### src/rtl/ram_ctrl_pkg.sv
// Shared types and widths for the output-values RAM controller.
package ram_ctrl_pkg;

  localparam int ADDR_W = 4;
  localparam int DATA_W = 8;

  typedef logic [0:0] port_id_t;

  typedef struct packed {
    logic              we;
    logic [ADDR_W-1:0] addr;
    logic [DATA_W-1:0] wdata;
  } ram_req_t;

endpackage

### src/rtl/rr_arbiter2.sv
// Two-way round-robin arbiter with a burst limit.
// The last owner may keep the port for at most BURST_MAX grants while the other requester waits.
module rr_arbiter2
  import ram_ctrl_pkg::*;
#(
  parameter int BURST_MAX = 4
) (
  input  logic       clk,
  input  logic       rst_n,
  input  logic [1:0] req,
  output logic [1:0] gnt,
  output port_id_t   owner
);

  localparam logic [3:0] BURST_LIM = 4'(BURST_MAX);

  logic [3:0] burst_cnt;
  logic       keep_burst;
  port_id_t   winner;

  // A burst only continues if the previous cycle was granted (burst_cnt != 0).
  always_comb begin
    keep_burst = (burst_cnt != 4'd0) && (burst_cnt < BURST_LIM);
    winner     = owner;
    case (req)
      2'b01:   winner = 1'b0;
      2'b10:   winner = 1'b1;
      2'b11:   winner = keep_burst ? owner : ~owner;
      default: winner = owner;
    endcase
    gnt = 2'b00;
    if (rst_n && (req != 2'b00)) begin
      gnt[0] = (winner == 1'b0);
      gnt[1] = (winner == 1'b1);
    end
  end

  always_ff @(posedge clk or negedge rst_n) begin
    if (!rst_n) begin
      owner     <= 1'b1;
      burst_cnt <= 4'd0;
    end else if (gnt != 2'b00) begin
      if (winner == owner) begin
        burst_cnt <= (burst_cnt == 4'hF) ? 4'hF : burst_cnt + 4'd1;
      end else begin
        burst_cnt <= 4'd1;
      end
      owner <= winner;
    end else begin
      burst_cnt <= 4'd0;
    end
  end

endmodule

### src/rtl/output_ram_arbiter.sv
// Round-robin sequencer sharing the single-port 16x8 output RAM between the
// result writer (0) and the output reader (1); returns read data one cycle later.
module output_ram_arbiter
  import ram_ctrl_pkg::*;
#(
  parameter int BURST_MAX = 4
) (
  input  logic              clk,
  input  logic              rst_n,
  input  logic              req0,
  input  logic              req1,
  input  logic              we0,
  input  logic              we1,
  input  logic [ADDR_W-1:0] addr0,
  input  logic [ADDR_W-1:0] addr1,
  input  logic [DATA_W-1:0] wdata0,
  input  logic [DATA_W-1:0] wdata1,
  output logic              gnt0,
  output logic              gnt1,
  output logic              rvalid0,
  output logic              rvalid1,
  output logic [DATA_W-1:0] rdata,
  output logic [DATA_W-1:0] ram_data,
  output logic [ADDR_W-1:0] ram_addr,
  output logic              ram_we,
  input  logic [DATA_W-1:0] ram_q
);

  logic [1:0]        gnt;
  logic              any_gnt;
  port_id_t          owner;
  ram_req_t          req_sel;
  logic [ADDR_W-1:0] held_addr;
  logic [DATA_W-1:0] held_data;
  logic              rd_pend;

  rr_arbiter2 #(.BURST_MAX(BURST_MAX)) u_arb (
    .clk   (clk),
    .rst_n (rst_n),
    .req   ({req1, req0}),
    .gnt   (gnt),
    .owner (owner)
  );

  assign gnt0    = gnt[0];
  assign gnt1    = gnt[1];
  assign any_gnt = gnt[0] | gnt[1];

  always_comb begin
    if (gnt[1]) begin
      req_sel.we    = we1;
      req_sel.addr  = addr1;
      req_sel.wdata = wdata1;
    end else begin
      req_sel.we    = we0;
      req_sel.addr  = addr0;
      req_sel.wdata = wdata0;
    end
  end

  // Idle cycles replay the last granted address so ram_q stays stable.
  assign ram_we   = any_gnt & req_sel.we;
  assign ram_addr = any_gnt ? req_sel.addr  : held_addr;
  assign ram_data = any_gnt ? req_sel.wdata : held_data;

  always_ff @(posedge clk or negedge rst_n) begin
    if (!rst_n) begin
      held_addr <= '0;
      held_data <= '0;
      rd_pend   <= 1'b0;
    end else begin
      rd_pend <= any_gnt & ~req_sel.we;
      if (any_gnt) begin
        held_addr <= req_sel.addr;
        held_data <= req_sel.wdata;
      end
    end
  end

  // owner was updated on the same edge that launched the read, so it names the reader.
  assign rvalid0 = rd_pend & (owner == 1'b0);
  assign rvalid1 = rd_pend & (owner == 1'b1);
  assign rdata   = ram_q;

endmodule

### config.mk
export PLATFORM = sky130hd
export DESIGN_NAME = output_ram_arbiter
export DESIGN_NICKNAME = d
export VERILOG_FILES = /design/src/rtl/ram_ctrl_pkg.sv /design/src/rtl/rr_arbiter2.sv /design/src/rtl/output_ram_arbiter.sv
export SDC_FILE = /design/constraint.sdc
export NUM_CORES = 1
export LEC_CHECK = 0
export BUFFER_PORTS_ARGS = -buffer_cell sky130_fd_sc_hd__clkbuf_2
export CORE_MARGIN = 1.5
export CORE_UTILIZATION = 46
export CTS_BUF_LIST = sky130_fd_sc_hd__clkbuf_16
export CTS_CLUSTER_DIAMETER = 120
export DETAILED_ROUTE_END_ITERATION = 16
export PLACE_DENSITY = 0.86
export SLEW_MARGIN = 20
export SYNTH_ARGS = -nofsm -noshare
export SYNTH_HDL_FRONTEND = slang
export SYNTH_HIERARCHICAL = 1
export SYNTH_SLANG_ARGS = --single-unit
export TNS_END_PERCENT = 5
### constraint.sdc
create_clock -name clk -period 4.5 [get_ports clk]
set_input_delay 0.675 -clock clk [delete_from_list [all_inputs] [get_ports clk]]
set_output_delay 0.675 -clock clk [all_outputs]
set_load 0.02 [all_outputs]
Word level (Yosys, flattened, before mapping)
Index checks and enable logic that the tools add are counted. W data, S select, Z words.

Flip-flop bits (word level): 18.

$add $sub $neg: 1. $lt $le $gt $ge: 1. Equality and inequality tests: 5. Muxes and demuxes: 9. Bitwise operators: 8. Reduce and logical (&&, ||, !) cells: 5.

Operators by type and width (count): $mux W4 (4); $mux W13 (1); $mux W8 (1); $add A4 B1 Y4 const B (1); $and A1 B1 Y1 (4); $eq A2 B2 Y1 const B (2); $eq A4 B4 Y1 const B (1); $lt A4 B3 Y1 const B (1); $reduce_bool A2 Y1 (2); $reduce_bool A4 Y1 (1); $not A1 Y1 (3); $pmux W1 S3 (1); $eq A2 B1 Y1 const B (1); $logic_and A1 B1 Y1 (2); $mux W2 (1); $eq A1 B1 Y1 (1); $mux W1 (1); $or A1 B1 Y1 (1).

Depth between registers and ports, before layout
Depth after elaboration: 9. Mapped depth: 9.

Hierarchy
Netlist, hierarchy kept.

Modules (own cells, without submodules): output_ram_arbiter (times used 1, cells each 70, area each 698.2 um^2, seq. area each 325.3 um^2); rr_arbiter2 (times used 1, cells each 41, area each 362.8 um^2, seq. area each 126.4 um^2).

Worst setup path after synthesis
OpenSTA, ideal clock, no wires.

Path type: register to output. Start: reg u_arb.burst_cnt[0]. End: out ram_we. Arrival time: 2.251 ns. Data required time: 3.825 ns. Setup slack: 1.574 ns. Cell stages (with the launch flop): 10. Buffers on the path: 2. Cells stage by stage: dfrtp_1 inv_1 ha_1 nor3_4 xnor2_1 a21oi_1 buf_6 buf_12 nand2_1 o21ai_0.

Word-level cells in the longest chain between the ends: 8. Elaborated cells on any way between the ends: 10. Those cells by class: 1 x order compare; 4 x mux; 3 x bitwise; 2 x reduce/logical.

RTL lines: from (decl) (RTL line rr_arbiter2.sv:17) `logic [3:0] burst_cnt;`; from (signal assigned) (RTL line rr_arbiter2.sv:44) `burst_cnt <= (burst_cnt == 4'hF) ? 4'hF : burst_cnt + 4'd1;`; $lt A4 B3 Y1 or $reduce_bool A4 Y1 (tied branches) (RTL line rr_arbiter2.sv:23) `keep_burst = (burst_cnt != 4'd0) && (burst_cnt < BURST_LIM);`; $logic_and A1 B1 Y1 (*) (RTL line rr_arbiter2.sv:23); $mux W1 (*) (RTL line rr_arbiter2.sv:28) `2'b11: winner = keep_burst ? owner : ~owner;`; $pmux W1 S3 (*) (RTL line rr_arbiter2.sv:25) `case (req)`; $not A1 Y1 (*) (RTL line rr_arbiter2.sv:33) `gnt[0] = (winner == 1'b0);`; $mux W2 (*) (RTL line rr_arbiter2.sv:32) `if (rst_n && (req != 2'b00)) begin`; net gnt0 (RTL line output_ram_arbiter.sv:18) `output logic gnt0,`; $or A1 B1 Y1 (*) (RTL line output_ram_arbiter.sv:47) `assign any_gnt = gnt[0] | gnt[1];`; $and A1 B1 Y1 (*) (RTL line output_ram_arbiter.sv:62) `assign ram_we = any_gnt & req_sel.we;`; to (decl) (RTL line output_ram_arbiter.sv:25) `output logic ram_we,`.

Mark *: on every way through the listed nets, which the timed path passes. The rest lies on a longest branch.

Final worst setup path
Start: reg u_arb.burst_cnt[0]. End: out ram_data[7].

Word-level cells in the longest chain between the ends: 8. Elaborated cells on any way between the ends: 10. Those cells by class: 1 x order compare; 5 x mux; 2 x bitwise; 2 x reduce/logical.

RTL lines: $lt A4 B3 Y1 or $reduce_bool A4 Y1 (tied branches) (RTL line rr_arbiter2.sv:23); $logic_and A1 B1 Y1 (*) (RTL line rr_arbiter2.sv:23); $mux W1 (*) (RTL line rr_arbiter2.sv:28); $pmux W1 S3 (*) (RTL line rr_arbiter2.sv:25); $not A1 Y1 (RTL line rr_arbiter2.sv:33); $mux W2 (*) (RTL line rr_arbiter2.sv:32); $or A1 B1 Y1 (RTL line output_ram_arbiter.sv:47); $mux W8 (*); to (decl) (RTL line output_ram_arbiter.sv:23) `output logic [DATA_W-1:0] ram_data,`.

Every way passes the cells marked *; elsewhere a longest branch is shown, timed or not.

==> run_summary.xml <==
<?xml version="1.0" encoding="UTF-8"?>
<metrics>
  <group name="synthesis">
    <metric name="synth_area_leader_cell" unit="">sky130_fd_sc_hd__dfrtp_1</metric>
    <metric name="syn_area" unit="µm²">1061</metric>
    <metric name="area_share_of_the_largest_cell_type_after_synthesis" unit="%">40.09</metric>
    <metric name="ys_warn_count" unit="">6</metric>
    <metric name="sequential_share_of_the_synthesized_area" unit="%">42.57</metric>
    <metric name="cells_after_synth" unit="">111</metric>
    <metric name="synth_top_area_cells" unit="">sky130_fd_sc_hd__dfrtp_1 40%, sky130_fd_sc_hd__mux2i_1 12%, sky130_fd_sc_hd__nand2_1 6.7%</metric>
    <metric name="synthesis.nets" unit="">151</metric>
    <metric name="syn_area_per_cell" unit="µm²">9.559</metric>
    <metric name="yosys_register_bits" unit="">18</metric>
    <metric name="netlist_cell_types" unit="">28</metric>
  </group>
  <group name="global_routing">
    <metric name="grt_max_degree" unit="">30</metric>
    <metric name="wire_length_of_the_first_global_routing_pass" unit="mm">3.719</metric>
    <metric name="global_route.overflow_total" unit="">0</metric>
    <metric name="grt_antenna_before_repair" unit="">0</metric>
    <metric name="grt_util_all_layers" unit="%">19.11</metric>
    <metric name="first_global_vias" unit="">876</metric>
  </group>
  <group name="drt">
    <metric name="initialDrtViolationCount" unit="">28</metric>
    <metric name="final_antenna_net_count" unit="">0</metric>
    <metric name="route.detailed.drc" unit="">0</metric>
    <metric name="drt-vias-per-instance" unit="">5.137</metric>
    <metric name="vias" unit="">899</metric>
    <metric name="wl_per_cell" unit="µm">12.77</metric>
    <metric name="routed_wl" unit="mm">2.234</metric>
    <metric name="detailedRoute.firstPassIterationCount" unit="">4</metric>
  </group>
  <group name="flow_run">
    <metric name="drv.max_cap_violation_count" unit="">0</metric>
  </group>
  <group name="placed_design">
    <metric name="place_worst_setup_slack" unit="ns">1.105</metric>
    <metric name="gp_congestion" unit="">0.7995</metric>
    <metric name="dp_cells" unit="">171</metric>
    <metric name="dpl_hpwl" unit="mm">1.673</metric>
    <metric name="io_buffer_count" unit="">46</metric>
  </group>
  <group name="critical_path">
    <metric name="path_depth" unit="">8</metric>
    <metric name="worstPathBufferInverterCount" unit="">2</metric>
    <metric name="crit_chain" unit="">inv_1, ha_1, nor3_4, xnor2_1, a21oi_2, mux2i_1, o21ai_0, clkbuf_2</metric>
    <metric name="critPathTopFamily" unit="">compound AO/OA/AOI/OAI gates</metric>
    <metric name="worst_ep_required_time" unit="ns">3.83</metric>
    <metric name="arrival" unit="ns">2.76</metric>
    <metric name="cpPeakStageDelay" unit="ns">0.76</metric>
    <metric name="r2r_worst_path_depth" unit="">7</metric>
    <metric name="crit_path_top_delay_cell" unit="">sky130_fd_sc_hd__a21oi_2</metric>
    <metric name="setup_crit_path_kind" unit="">flop to output port</metric>
    <metric name="critical_path.endpoint_type" unit="">output port</metric>
    <metric name="critPathMaxFanout" unit="">15</metric>
    <metric name="setup.worst_path.start_class" unit="">flop</metric>
  </group>
  <group name="finish">
    <metric name="final_nets" unit="">188</metric>
    <metric name="insertedDiodeCount" unit="">0</metric>
    <metric name="area_growth" unit="%">22.05</metric>
    <metric name="final_core_util" unit="%">59.11</metric>
    <metric name="instances_no_fill" unit="">175</metric>
    <metric name="post_route_cells_drive_above_1_share" unit="%">37.41</metric>
  </group>
  <group name="clock_network">
    <metric name="total_number_of_clock_tree_sinks" unit="">18</metric>
    <metric name="cts_buffers" unit="">3</metric>
    <metric name="clock_path_buffers" unit="">2</metric>
    <metric name="root_buffer" unit="">sky130_fd_sc_hd__clkbuf_16</metric>
    <metric name="post_cts.repair.setup_buffers" unit="">0</metric>
    <metric name="cts_resized" unit="">0</metric>
    <metric name="worstSkewPairLatency" unit="ns">0.24</metric>
    <metric name="worst_setup_hold_path_clk_slew" unit="ns">0.05</metric>
    <metric name="cts_hold_buffers" unit="">0</metric>
    <metric name="tritoncts" unit="">done</metric>
    <metric name="htreeDepth" unit="">1</metric>
  </group>
  <group name="sta">
    <metric name="timing_worst_slew_pin_value" unit="ns">0.9828</metric>
    <metric name="max-slew-margin-rel" unit="%">34.48</metric>
    <metric name="timing_hold_violations_final" unit="">0</metric>
    <metric name="finClkSkew" unit="ns">0.0009551</metric>
    <metric name="final_min_period_over_clock_period" unit="%">76.24</metric>
    <metric name="fmaxAchievable" unit="MHz">291.5</metric>
    <metric name="timing_max_transition_violations_final" unit="">0</metric>
    <metric name="rsz0062_at_grt" unit="">false</metric>
    <metric name="finalSetupTns" unit="ns">0</metric>
    <metric name="setup_ws" unit="ns">1.069</metric>
    <metric name="period_minus_slack" unit="ns">3.431</metric>
    <metric name="setup_viol" unit="">0</metric>
  </group>
  <group name="floorplanning">
    <metric name="count_of_boundary_i_o_pins" unit="">63</metric>
    <metric name="die_area" unit="µm²">2604</metric>
    <metric name="die_width" unit="µm">51.03</metric>
    <metric name="initial_core_util" unit="%">48.43</metric>
    <metric name="die_h" unit="µm">51.03</metric>
    <metric name="placement_rows" unit="">17</metric>
    <metric name="core" unit="µm²">2191</metric>
  </group>
  <group name="power_and_ir_drop">
    <metric name="swShare" unit="%">32.16</metric>
    <metric name="static_leakage_power" unit="nW">0.6401</metric>
    <metric name="internal-power" unit="mW">0.3753</metric>
    <metric name="power.sequential.fraction" unit="%">38.0</metric>
    <metric name="power.switching" unit="mW">0.1779</metric>
    <metric name="p_comb_share" unit="%">30.5</metric>
    <metric name="vdd.ir_drop.worst" unit="mV">0.2851</metric>
    <metric name="power.density" unit="nW/µm²">427.2</metric>
    <metric name="power_frac_clock" unit="%">31.5</metric>
  </group>
  <group name="min_path">
    <metric name="kind_of_path_behind_the_tightest_hold_check" unit="">primary input to async pin</metric>
  </group>
  <group name="run_status">
    <metric name="run_status" unit="">finished, final reports clean</metric>
  </group>
</metrics>
-- placed cells by master, fill, tap and decap left out --
cell type	instances
sky130_fd_sc_hd__nor3b_1	1
sky130_fd_sc_hd__mux2_2	1
sky130_fd_sc_hd__dfrtp_1	17
sky130_fd_sc_hd__ha_1	2
sky130_fd_sc_hd__clkbuf_16	3
sky130_fd_sc_hd__nand2_1	19
sky130_fd_sc_hd__inv_1	7
sky130_fd_sc_hd__xnor2_1	1
sky130_fd_sc_hd__a21oi_2	1
sky130_fd_sc_hd__nor2_1	4
sky130_fd_sc_hd__a21oi_1	2
sky130_fd_sc_hd__dfstp_2	1
sky130_fd_sc_hd__o211a_1	1
sky130_fd_sc_hd__a22o_1	1
sky130_fd_sc_hd__mux2i_1	13
sky130_fd_sc_hd__a211oi_2	1
sky130_fd_sc_hd__o21ai_0	5
sky130_fd_sc_hd__nor2b_1	2
sky130_fd_sc_hd__o221a_2	1
sky130_fd_sc_hd__a31oi_1	3
sky130_fd_sc_hd__nand3_1	2
sky130_fd_sc_hd__o21ai_1	8
sky130_fd_sc_hd__clkbuf_2	46
sky130_fd_sc_hd__and2_1	1
sky130_fd_sc_hd__o211ai_1	1
sky130_fd_sc_hd__nor3_4	1
sky130_fd_sc_hd__nor3_1	2
-- routing by layer --
metal	vias to the layer above	global-route usage, %	part of all wire (%)
li1	442	-	-
met1	402	23.67	42
met2	50	30.30	46
met3	5	4.386	9.9
met4	0	11.26	1.7
met5	-	0	0
-- area by class of cell --
class | count | area (µm²)
flip-flops and latches | 18 | 451.7
fillers | 198 | 895.9
multi-input cells | 73 | 476.7
repair buffers | 46 | 230.2
well taps | 28 | 35.03
inverters | 6 | 22.52
clock inverters | 1 | 3.754
clock buffers | 3 | 75.07
-- cell families (layout without fill, tap and decap cells) --
kind of cell / count (synthesis) / in the layout / share of synthesized area [%]
buf+inv: 20 / 56 / 12.85
fa+ha+maj: 2 / 2 / 2.358
mux: 14 / 14 / 13.32
simple gates: 32 / 32 / 14.03
xor+xnor: 1 / 1 / 0.8256
flops: 18 / 18 / 42.57
compound gates: 24 / 24 / 14.03
-- power groups by stage --
stage	Sequential (mW)	Clock, mW	Combinational, mW
after detailed placement	0.212	0	0.169
after floorplan	0.204	0	0.132
after CTS	0.210	0.177	0.169
after global placement	0.210	0	0.163
final	0.210	0.175	0.169
after global routing	0.213	0.187	0.185
-- cell usage after synthesis --
cell type	instances
sky130_fd_sc_hd__o211a_1	1
sky130_fd_sc_hd__buf_2	3
sky130_fd_sc_hd__inv_1	6
sky130_fd_sc_hd__buf_12	1
sky130_fd_sc_hd__dfrtp_1	17
sky130_fd_sc_hd__xnor2_1	1
sky130_fd_sc_hd__o21ai_0	5
sky130_fd_sc_hd__ha_1	2
sky130_fd_sc_hd__nor3b_1	1
sky130_fd_sc_hd__a31oi_1	3
sky130_fd_sc_hd__a211oi_2	1
sky130_fd_sc_hd__nor2b_1	2
sky130_fd_sc_hd__nand3_1	2
sky130_fd_sc_hd__a22o_1	1
sky130_fd_sc_hd__o221a_2	1
sky130_fd_sc_hd__dfstp_2	1
sky130_fd_sc_hd__buf_4	9
sky130_fd_sc_hd__buf_6	1
sky130_fd_sc_hd__nor3_4	1
sky130_fd_sc_hd__nor3_1	2
sky130_fd_sc_hd__and2_1	1
sky130_fd_sc_hd__o21ai_1	8
sky130_fd_sc_hd__nand2_1	19
sky130_fd_sc_hd__a21oi_1	3
sky130_fd_sc_hd__mux2i_1	13
sky130_fd_sc_hd__mux2_2	1
sky130_fd_sc_hd__nor2_1	4
sky130_fd_sc_hd__o211ai_1	1
-- worst paths after layout --
| path | slack [ns] | end | start |
|---|---|---|---|
| worst max-delay path | 1.07 | ram_data[7] | u_arb/burst_cnt[0] |
| worst min-delay path | 0.40 | u_arb/burst_cnt[0] | rst_n |
| max in group asynchronous | 3.74 | u_arb/owner | rst_n |
| min in group clk | 0.59 | held_data[2] | held_data[2] |
| worst max register to register | 2.07 | held_data[7] | u_arb/burst_cnt[0] |
| worst min register to register | 0.59 | held_data[2] | held_data[2] |
-- flip-flops by register name, summed over array words and instances (netlist names) --
name,cells
held_addr,4
held_data,8
u_arb/burst_cnt,4
u_arb/owner,1
rd_pend,1
-- metrics by stage --
step | power [mW] | instance area [µm²] | hold WS, ns
2_1_floorplan | 0.3357 | 1061 | 0.3794
3_3_place_gp | 0.3736 | 1216 | 0.5534
3_5_place_dp | 0.3805 | 1216 | 0.5733
4_1_cts | 0.5560 | 1295 | 0.4115
5_1_grt | 0.5845 | 1295 | 0.4424
6_report | 0.5532 | 1295 | 0.4016
Power figures use the tool's default switching activity.
